## config.mk

```make
export PLATFORM = sky130hd
export DESIGN_NAME = matrix_loader
export DESIGN_NICKNAME = d
export VERILOG_FILES = /design/src/rtl/matrix_pkg.sv /design/src/rtl/matrix_index_counter.sv /design/src/rtl/matrix_loader.sv
export SDC_FILE = /design/constraint.sdc
export NUM_CORES = 1
export LEC_CHECK = 0
export ABC_AREA = 0
export BUFFER_PORTS_ARGS = -buffer_cell sky130_fd_sc_hd__buf_2
export CORE_MARGIN = 2
export CORE_UTILIZATION = 55
export CTS_CLUSTER_SIZE = 40
export DETAILED_ROUTE_END_ITERATION = 8
export GPL_TIMING_DRIVEN = 0
export PLACE_DENSITY_LB_ADDON = 0.05
export SYNTH_ARGS = -nofsm -noshare
export SYNTH_HDL_FRONTEND = slang
export SYNTH_SLANG_ARGS = --single-unit
```

## constraint.sdc

```tcl
create_clock -name clk -period 4.94 [get_ports clk]
set_input_delay 0.988 -clock clk [delete_from_list [all_inputs] [get_ports clk]]
set_output_delay 0.988 -clock clk [all_outputs]
set_load 0.03 [all_outputs]
```

## src/rtl/matrix_pkg.sv

```systemverilog
// rtl/matrix_pkg.sv - shared matrix dimensions, loader state enum and dimension check
package matrix_pkg;

  localparam int MAT_DIM   = 5;
  localparam int MAT_ELEMS = 25;

  typedef enum logic [1:0] {
    ST_IDLE = 2'd0,
    ST_LOAD = 2'd1,
    ST_DONE = 2'd2
  } state_t;

  function automatic logic dims_ok(input logic [2:0] rows, input logic [2:0] cols);
    return (rows != 3'd0) && (cols != 3'd0) &&
           (rows <= 3'(MAT_DIM)) && (cols <= 3'(MAT_DIM));
  endfunction

endpackage

```

## src/rtl/matrix_index_counter.sv

```systemverilog
// rtl/matrix_index_counter.sv - row-major row/col walker with last-element flag
module matrix_index_counter (
  input  logic       clk,
  input  logic       reset_n,
  input  logic       i_clr,
  input  logic       i_adv,
  input  logic [2:0] i_rows,
  input  logic [2:0] i_cols,
  output logic [2:0] o_row,
  output logic [2:0] o_col,
  output logic       o_last
);

  logic [2:0] r_row;
  logic [2:0] r_col;
  logic       w_col_wrap;

  assign w_col_wrap = (r_col == i_cols - 3'd1);

  always_ff @(posedge clk or negedge reset_n) begin
    if (!reset_n) begin
      r_row <= 3'd0;
      r_col <= 3'd0;
    end else if (i_clr) begin
      r_row <= 3'd0;
      r_col <= 3'd0;
    end else if (i_adv) begin
      if (w_col_wrap) begin
        r_col <= 3'd0;
        r_row <= r_row + 3'd1;
      end else begin
        r_col <= r_col + 3'd1;
      end
    end
  end

  assign o_row  = r_row;
  assign o_col  = r_col;
  assign o_last = (r_row == i_rows - 3'd1) && w_col_wrap;

endmodule

```

## src/rtl/matrix_loader.sv

```systemverilog
// rtl/matrix_loader.sv - loads an r x c matrix (up to 5x5) row-major into flat storage; MATRIX_LOADER_VALUE_CHECK_EN enables element range checking
module matrix_loader
  import matrix_pkg::*;
#(
  parameter int DATA_WIDTH = 9,
  parameter int MAX_VAL    = 9
) (
  input  logic                            clk,
  input  logic                            reset_n,
  input  logic                            start,
  input  logic [2:0]                      dim_r,
  input  logic [2:0]                      dim_c,
  input  logic                            in_valid,
  input  logic [DATA_WIDTH-1:0]           in_data,
  output logic                            in_ready,
  input  logic                            clear,
  output logic [2:0]                      r_out,
  output logic [2:0]                      c_out,
  output logic [MAT_ELEMS*DATA_WIDTH-1:0] data_out,
  output logic                            mat_valid,
  output logic                            busy,
  output logic                            err
);

`ifdef MATRIX_LOADER_VALUE_CHECK_EN
  localparam logic VALUE_CHECK = 1'b1;
`else
  localparam logic VALUE_CHECK = 1'b0;
`endif

  localparam logic [DATA_WIDTH-1:0] MAX_VAL_W = DATA_WIDTH'(MAX_VAL);

  state_t                            r_state;
  logic [2:0]                        r_rows;
  logic [2:0]                        r_cols;
  logic [MAT_ELEMS*DATA_WIDTH-1:0]   r_data;
  logic                              r_err;

  logic       w_hs;
  logic       w_val_bad;
  logic       w_cnt_clr;
  logic [2:0] w_row;
  logic [2:0] w_col;
  logic       w_last;
  logic [4:0] w_idx;

  assign w_hs      = in_valid && (r_state == ST_LOAD);
  assign w_val_bad = VALUE_CHECK && (in_data > MAX_VAL_W);
  // Counters sit at zero outside LOAD, so a new load always begins at slot 0.
  assign w_cnt_clr = (r_state != ST_LOAD) || clear || (w_hs && w_val_bad);
  assign w_idx     = 5'(w_row) * 5'(MAT_DIM) + 5'(w_col);

  matrix_index_counter u_index (
    .clk     (clk),
    .reset_n (reset_n),
    .i_clr   (w_cnt_clr),
    .i_adv   (w_hs),
    .i_rows  (r_rows),
    .i_cols  (r_cols),
    .o_row   (w_row),
    .o_col   (w_col),
    .o_last  (w_last)
  );

  always_ff @(posedge clk or negedge reset_n) begin
    if (!reset_n) begin
      r_state <= ST_IDLE;
      r_rows  <= 3'd0;
      r_cols  <= 3'd0;
      r_data  <= '0;
      r_err   <= 1'b0;
    end else begin
      r_err <= 1'b0;
      case (r_state)
        ST_IDLE: begin
          if (start && !clear) begin
            if (dims_ok(dim_r, dim_c)) begin
              r_rows  <= dim_r;
              r_cols  <= dim_c;
              r_data  <= '0;
              r_state <= ST_LOAD;
            end else begin
              r_err <= 1'b1;
            end
          end
        end
        ST_LOAD: begin
          if (clear) begin
            r_rows  <= 3'd0;
            r_cols  <= 3'd0;
            r_data  <= '0;
            r_state <= ST_IDLE;
          end else if (w_hs) begin
            if (w_val_bad) begin
              r_err   <= 1'b1;
              r_rows  <= 3'd0;
              r_cols  <= 3'd0;
              r_data  <= '0;
              r_state <= ST_IDLE;
            end else begin
              r_data[int'(w_idx)*DATA_WIDTH +: DATA_WIDTH] <= in_data;
              if (w_last) r_state <= ST_DONE;
            end
          end
        end
        ST_DONE: begin
          if (clear) begin
            r_rows  <= 3'd0;
            r_cols  <= 3'd0;
            r_data  <= '0;
            r_state <= ST_IDLE;
          end
        end
        default: r_state <= ST_IDLE;
      endcase
    end
  end

  assign in_ready  = (r_state == ST_LOAD);
  assign busy      = (r_state == ST_LOAD);
  assign mat_valid = (r_state == ST_DONE);
  assign err       = r_err;
  assign r_out     = r_rows;
  assign c_out     = r_cols;
  assign data_out  = r_data;

endmodule

```

==> results of run 1 <==
worst max-delay path by stage:
stage	from	endpoint	slack, ps	depth (start not counted)
2_1_floorplan	u_index.o_row[0]$_DFFE_PN0P_	data_out[90]$_DFFE_PN0P_	1590	10
3_3_place_gp	reset_n	r_out[0]$_DFFE_PN0P_	-1330	1
3_5_place_dp	u_index.o_row[0]$_DFFE_PN0P_	data_out[203]$_DFFE_PN0P_	1030	10
4_1_cts	u_index.o_row[0]$_DFFE_PN0P_	data_out[203]$_DFFE_PN0P_	1000	10
5_1_grt	u_index.o_row[0]$_DFFE_PN0P_	data_out[202]$_DFFE_PN0P_	750	10
6_report	u_index.o_row[0]$_DFFE_PN0P_	data_out[203]$_DFFE_PN0P_	940	10
state kept, by name, indices dropped and copies added (netlist names):
signal,cells
c_out,3
data_out,225
err,1
r_out,3
r_state,2
u_index.o_col,3
u_index.o_row,3
power by group:
part | internal (mW) | leakage, nW | switching, mW | total, mW
combinational | 0.435 | 2.93 | 1.38 | 1.81
clock | 1.16 | 0.418 | 0.769 | 1.93
sequential | 2.04 | 3.34 | 0.0541 | 2.10
per-layer routing:
| metal | share of wire | track usage | vias to the layer above | wire length [um] |
|---|---|---|---|---|
| met2 | 0.48 | 0.473 | 381 | 14200 |
| met4 | 0.019 | 0.0723 | 0 | 564 |
| li1 | - | - | 3716 | - |
| met1 | 0.42 | 0.441 | 4141 | 12500 |
| met5 | 0 | 0 | - | 0 |
| met3 | 0.078 | 0.0448 | 47 | 2310 |
cells by family after synthesis:
kind of cell | synth area share
compound gates | 0.194
flops | 0.590
simple gates | 0.113
buf+inv | 0.0288
mux | 0.0365
fa+ha+maj | 0.0241
xor+xnor | 0.0128
cell usage in the layout, fill, tap and decap left out, types with 3 or more instances in the layout:
master	instances
buf_2	254
clkbuf_1	43
xor2_1	3
bufinv_16	3
xnor2_1	10
dfrtp_1	240
nor2b_1	4
inv_1	14
o21ai_0	46
nor2_1	13
nand2b_1	10
and3_1	7
clkbuf_8	5
o21ai_2	10
a22oi_1	3
o21ai_1	7
mux2i_1	36
clkinv_2	4
nand3_1	45
o2bb2ai_1	27
nand2_1	98
a32o_1	27
clkbuf_16	25
buf_1	7
nand4_1	11
nor3_1	12
a31oi_2	4
a22o_1	99
a21oi_1	9
ha_1	18
worst max-delay path, stage by stage, from the launching register on:
cell and delay [ps]:
dfrtp_1 460, ha_1 330, ha_1 320, fa_1 630, nand2b_1 200, o21ai_0 130, a32oi_1 690, nor2_1 140
buf_2 250, a31oi_2 560, a22o_1 250
cell type report:
cell class	count	area share
Sequential cell	240	0.478
Multi-Input combinational cell	541	0.308
Timing Repair Buffer	247	0.101
Clock buffer	36	0.0570
Tap cell	229	0.0228
Buffer	56	0.0191
Clock inverter	9	0.0101
Inverter	14	0.00418
metrics by stage:
step	setup slack (ps)	total power, mW	cells	setup TNS [ps]
after floorplan	1590	3.35	851	0
after global placement	-1330	3.89	1326	-314110
after detailed placement	1030	3.91	1327	0
after CTS	1000	5.84	1372	0
after global routing	748	6.10	1372	0
final	940	5.84	1372	0
==> impl_results.md, run 1 <==
* Headroom to the max-slew limit at 0.369
* Clk Latency, worst-skew pair at approximately 530 ps
* Critical R2R Launch: u_index.o_row[0]$_DFFE_PN0P_
* Critical path class: reg -> reg
* Routed Antenna Nets at 0
* DIE AREA at 19600 um2
* CTS root buf: clkbuf_16
* Power density over the cells at 465 nW/um2
* Synth cell types at 60
* End point of the most critical hold path: data_out[148]$_DFFE_PN0P_
* Final cell area excluding filler cells at 12600 um2
* Clock transition at the registers of the reported paths at 60 ps
* NumNets Final at 1164
* Count of endpoints failing hold in the final timing report at 0
* Cell types with the largest area share after synthesis: dfrtp_1, a22o_1, nand2_1
* Antenna fix cells at 0
* Largest clock skew in the final design at 19.7 ps
* First-pass GRT wire length at 46000 um
* Worst reg-to-reg path cell count at 10
* Vias at 8285
* Required time of the critical path at 5410 ps
* Sequential standard cell area at 6010 um2
* Setup repair after global routing missed its margin: false
* I/O Buffers at roughly 250
* Data arrival time of the critical path at approximately 4500 ps
* Total wirelength of the detailed-routed design at 29600 um
* CTS tree: yes
* Area growth syn-to-layout at 23.6%
* Wire length per cell after detailed routing at 21.6 um
* Count of routing violations after the opening detailed-route iteration at a little over 700
* Worst Hold Margin at between 400 and 500 ps
* Count of yosys warnings during synthesis at 0
* Post-synth design cell area at 10200 um2
* CTS Buffer Depth at 3
* Outcome: complete, but fails checks
* Post-synthesis instance total at 851
* Capturing element type of the critical path: flop
* Placed Area at 11700 um2
* F_max at 250 MHz
* Startpoint Class: flop
* Global-route usage over all layers at 0.299
* Syn_area_per_cell at between 10 and 15 um2
* Highest ir drop seen on vdd at 0.343 mV
* Routability congestion estimate from global placement at 0.960
* Core Rows at 49
* Count of TritonRoute iterations in the first routing pass at 9
* Syn_nets at 890
* Floorplan Core Area at approximately 18000 um2
* Starting density of the core at 0.563
* Worst Hold Launch: data_out[148]$_DFFE_PN0P_
* Seq cells post-synth at 240
* Leak at ~6.7 nW
* Number of hold-repair buffers added at the cts stage at 0
* Fraction of final layout cells sized beyond drive strength 1 at 0.290
* Layout Utilization at 0.695
* Final setup violation count at 0
* Number of buffers created by CTS at 25
* Max-slew violation count at 0
* # resized after CTS at 0
* Share of the synthesized area in the top cell type at 0.590
* Number of filler instances in the final layout at 1427
* Drt via density at roughly 6.0
* Chip Height at 140 um
* Hpwl dp at 20800 um
* Violated checks: DRC
* Flop2flop setup slack at about 940 ps
* Maximum number of pins on one net before global-route repair at 123
* Actual transition at the worst max-transition pin at 947 ps
* Clock sinks at 240
* Library cell with the highest instance count after synthesis: dfrtp_1
* Fraction of registers with async set or reset after synthesis at 1.00
* Worst-path maximum fanout at 10
* Overall overflow remaining after global route at 0
* Cell taking the most area after synthesis: dfrtp_1
* Total of max-cap violations at 0
* Most used DFF post-synth: dfrtp_1
* Die X at 140 um
* Type of the worst min-delay path: reg -> reg
* Area taken by multi-input logic gates at about 3900 um2
* Minimum clock period at 4000 ps
* Share of the clock period used by the worst path at 0.810
* Top cells by instance count after synthesis: dfrtp_1, a22o_1, nand2_1, o21ai_0, nand3_1
* Number of placed I/O pins at between 200 and 300
* Number of enable-type register cells in the synthesized netlist at 0
* Number of H-tree branching levels at 1
* Capture point of the worst reg-to-reg path: data_out[203]$_DFFE_PN0P_
* Worst hold path depth at 1
* Remaining DRCs at 21
* Vias in the first global route at roughly 8000
* Initial antenna violation count at 0
* Register area share after synthesis at 0.590
* Number of setup buffers added after CTS at 0
No activity file was read; power rests on OpenSTA's default activity.
==> inputs of run 2 (changes only) <==
--- a/config.mk
+++ b/config.mk
@@ -5,10 +5,10 @@
 export SDC_FILE = /design/constraint.sdc
 export NUM_CORES = 1
 export LEC_CHECK = 0
-export ABC_AREA = 0
+export ABC_AREA = 1
 export BUFFER_PORTS_ARGS = -buffer_cell sky130_fd_sc_hd__buf_2
 export CORE_MARGIN = 2
-export CORE_UTILIZATION = 55
+export CORE_UTILIZATION = 54
 export CTS_CLUSTER_SIZE = 40
 export DETAILED_ROUTE_END_ITERATION = 8
 export GPL_TIMING_DRIVEN = 0
==> constraint.sdc (replaced) <==
create_clock -name clk -period 3.7 [get_ports clk]
set_input_delay 0.74 -clock clk [delete_from_list [all_inputs] [get_ports clk]]
set_output_delay 0.74 -clock clk [all_outputs]
set_load 0.03 [all_outputs]
==> run 2 against run 1 <==
Utilization shrank 0.73 points. Largest power group is now combinational logic. Largest cell class unchanged. Clock power grew 49%. Synthesized cell count grew 54%. Sequential share of layout area shrank 3.3 points. Area after synthesis grew 7.1%. Critical endpoint is now data_out[188]$_DFFE_PN0P_. The flow now finishes without violations. Cell area grew 7.5%. Critical path depth grew 2. Highest routed layer is now met5.
==> impl_results.md, run 2 <==
* Worst reg-to-reg path cell count at 12 (was 10)
* Worst setup startpoint: u_index.o_row[0]$_DFFE_PN0P_ (unchanged)
* Die X at 146 um (was 140 um)
* Capture point of the worst reg-to-reg path: data_out[188]$_DFFE_PN0P_ (was data_out[203]$_DFFE_PN0P_)
* Max-slew violation count at 0 (unchanged)
* Post-route insts no fill at 1879 (was 1372)
* Total of max-cap violations at 0 (unchanged)
* NumNets Final at 1634 (was 1164)
* Clock sinks at 240 (unchanged)
* Worst-path maximum fanout at 10 (unchanged)
* Initial antenna violation count at 1 (was 0)
* Bufs and invs on worst path at 1 (unchanged)
* Routed Antenna Nets at 0 (unchanged)
* Fraction of synthesized area in multiplexers at 0 (was 0.0365)
* Fraction of registers with async set or reset after synthesis at 1.00 (unchanged)
* Syn_nets at 1350 (was 890)
* Cell types with the largest area share after synthesis: dfrtp_1, nand2_1, nand3_1 (was dfrtp_1, a22o_1, nand2_1)
* CP Cell Sequence: ha_1 -> ha_1 -> fa_1 -> nor2_2 -> inv_1 -> nand2_2 -> nor3_1 -> nand3_2 -> nor2_4 -> nand2_2 -> nand3_1 -> nand2_1 (was ha_1 -> ha_1 -> fa_1 -> nand2b_1 -> o21ai_0 -> a32oi_1 -> nor2_1 -> buf_2 -> a31oi_2 -> a22o_1)
* Met1 global-route usage at 0.390 (was 0.441)
* Most Used Layer, Global Route: met2 (unchanged)
* Main combinational cell family by area after synthesis: simple AND/OR/NAND/NOR gates (was compound AO/OA/AOI/OAI gates)
* Worst path max stage delay at 560 ps (was 690 ps)
* Syn_area_per_cell at 8.31 um2 (was 12.0 um2)
* Maximum number of pins on one net before global-route repair at 123 (unchanged)
* Count of routing violations after the opening detailed-route iteration at 527 (was 706)
* Outcome: completed (was complete, but fails checks)
* Number of buffers created by CTS at 26 (was 25)
* Area growth syn-to-layout at 24.1% (was 23.6%)
* Vias in the first global route at 9354 (was 7806)
* Cell taking the most area after synthesis: dfrtp_1 (unchanged)
* Antenna fix cells at 0 (unchanged)
* I/O Buffers at 254 (was 246)
* Post-placement cell count at 1832 (was 1327)
* Chip Height at 146 um (was 140 um)
* Minimum clock period at 3280 ps (was 4000 ps)
* Type of the worst min-delay path: in -> async (was reg -> reg)
* Critical path class: reg -> reg (unchanged)
* Area share of fa/ha/maj cells after synthesis at 0.0225 (was 0.0241)
* CP Capture Point: data_out[188]$_DFFE_PN0P_ (was data_out[203]$_DFFE_PN0P_)
* Vias at 9620 (was 8285)
* Clock transition at the registers of the reported paths at 60 ps (about the same)
* Data arrival time of the critical path at 3690 ps (was 4470 ps)
* Count of TritonRoute iterations in the first routing pass at 6 (was 9)
* Layout Utilization at 0.688 (was 0.695)
* Seq cells post-synth at 240 (unchanged)
* Count of yosys warnings during synthesis at 0 (unchanged)
* Post-synthesis instance total at 1311 (was 851)
* Worst path top cell family by delay: simple AND/OR/NAND/NOR gates (was compound AO/OA/AOI/OAI gates)
* Critical-path cell with the highest stage delay: fa_1 (was a32oi_1)
* Most used DFF post-synth: dfrtp_1 (unchanged)
* Routing usage on met3 at 0.0544 (was 0.0448)
* Leak at 7.96 nW (was 6.69 nW)
* Area fraction in compound gates after synthesis at 0.0340 (was 0.194)
* Post-synth design cell area at 10900 um2 (was 10200 um2)
* Floorplan Core Area at 19700 um2 (was 18100 um2)
* Post-Synth XOR/XNOR Area at 0.00643 (was 0.0128)
* Critical R2R Launch: u_index.o_row[0]$_DFFE_PN0P_ (unchanged)
* First-pass GRT wire length at 49700 um (was 46000 um)
* Register area share after synthesis at 0.551 (was 0.590)
* Number of enable-type register cells in the synthesized netlist at 0 (unchanged)
* Share of the synthesized area in the top cell type at 0.551 (was 0.590)
* Share of the clock period used by the worst path at 0.888 (was 0.810)
* Startpoint Class: flop (unchanged)
* Number of placed I/O pins at 255 (unchanged)
* Global-route met2 utilization at 0.475 (was 0.473)
* Starting density of the core at 0.554 (was 0.563)
* CTS Buffer Depth at 3 (unchanged)
* Wire length per cell after detailed routing at 16.4 um (was 21.6 um)
* Number of H-tree branching levels at 1 (unchanged)
* Headroom to the max-slew limit at 0.578 (was 0.369)
* Critical Path Stages at 12 (was 10)
* CTS root buf: clkbuf_16 (unchanged)
* DIE AREA at 21300 um2 (was 19600 um2)
* Synth cell types at 35 (was 60)
* Leading cell type in the layout, fill and taps excluded: nand2_1 (was buf_2)
* Setup repair after global routing missed its margin: false (unchanged)
* Commonest cells after routing, fill and taps aside: nand2_1, buf_2, dfrtp_1 (was buf_2, dfrtp_1, a22o_1)
* Overall overflow remaining after global route at 0 (unchanged)
* Actual transition at the worst max-transition pin at 633 ps (was 947 ps)
* Flop2flop setup slack at 420 ps (was 940 ps)
* CTS tree: yes (unchanged)
* Core Rows at 51 (was 49)
* Capturing element type of the critical path: flop (unchanged)
* Library cell with the highest instance count after synthesis: nand2_1 (was dfrtp_1)
* Total wirelength of the detailed-routed design at 30800 um (was 29600 um)
* # resized after CTS at 0 (unchanged)
* Remaining DRCs at 0 (was 21)
* Drt via density at 5.12 (was 6.04)
* Required time of the critical path at 4110 ps (was 5410 ps)
* Number of setup buffers added after CTS at 0 (unchanged)
* Worst Hold Margin at 231 ps (was 484 ps)
* Post-Synth Simple-Gate Area at 0.343 (was 0.113)
* Power density over the cells at 640 nW/um2 (was 465 nW/um2)
* Top cells by instance count after synthesis: nand2_1, dfrtp_1, nand3_1, nor2_1, inv_1 (was dfrtp_1, a22o_1, nand2_1, o21ai_0, nand3_1)
* Fraction of final layout cells sized beyond drive strength 1 at 0.243 (was 0.290)
* Highest ir drop seen on vdd at 0.414 mV (was 0.343 mV)
* F_max at 305 MHz (was 250 MHz)
* Number of hold-repair buffers added at the cts stage at 0 (unchanged)
* Largest clock skew in the final design at 16.0 ps (was 19.7 ps)
* Global-route usage over all layers at 0.288 (was 0.299)
* Clk Latency, worst-skew pair at 530 ps (about the same)
* Count of endpoints failing hold in the final timing report at 0 (unchanged)
* Routability congestion estimate from global placement at 0.932 (was 0.960)
* Final setup violation count at 0 (unchanged)
* Hpwl dp at 22100 um (was 20800 um)
* Number of flip-flops in the largest register at 225 (unchanged)
==> run 2: metrics by stage <==
| stage | setup TNS [ps] | area [um2] | total power, mW | setup slack, ps |
|---|---|---|---|---|
| after floorplan | 0 | 10900 | 4.97 | 912 |
| after global placement | -570570 | 12500 | 5.78 | -2400 |
| after detailed placement | 0 | 12600 | 5.81 | 427 |
| after CTS | 0 | 13500 | 8.68 | 428 |
| after global routing | 0 | 13500 | 9.10 | 156 |
| final | 0 | 13500 | 8.66 | 416 |
==> run 2: kinds of logic (layout without fill, tap and decap cells) <==
family	after synthesis	count (layout)
AND/OR/NAND/NOR	873	873
AO/OA/AOI/OAI	66	66
buffers and inverters	105	408
flip-flops	240	240
XOR/XNOR	8	8
adder cells (fa/ha/maj)	19	19
==> run 2: power breakdown <==
| group | switching (mW) | total [mW] | internal, mW |
|---|---|---|---|
| logic | 2.31 | 2.99 | 0.677 |
| registers | 0.0770 | 2.79 | 2.72 |
| clock network | 1.07 | 2.88 | 1.81 |
==> run 2: how the worst min path moves through the flow <==
stage / cells after the start / slack [ps] / endpoint
after detailed placement: 2 / 450 / data_out[105]$_DFFE_PN0P_
after global routing: 2 / 290 / data_out[42]$_DFFE_PN0P_
final: 2 / 230 / data_out[42]$_DFFE_PN0P_
after global placement: 2 / 450 / data_out[132]$_DFFE_PN0P_
after CTS: 2 / 280 / data_out[42]$_DFFE_PN0P_
after floorplan: 0 / 440 / c_out[0]$_DFFE_PN0P_
==> run 2: area by class of cell <==
| cell class | count | area [um2] |
|---|---|---|
| multi-input cells | 966 | 4420 |
| flip-flops and latches | 240 | 6010 |
| clock buffers | 34 | 731 |
| inverters | 68 | 255 |
| repair buffers | 256 | 1340 |
| fillers | 1725 | 6130 |
| well taps | 265 | 332 |
| clock inverters | 13 | 230 |
| plain buffers | 37 | 210 |
==> run 2: metal layers <==
layer / vias up / routed length (um)
li1: 4687 / -
met1: 4539 / 12900
met2: 325 / 14800
met3: 67 / 2160
met4: 2 / 896
met5: - / 7
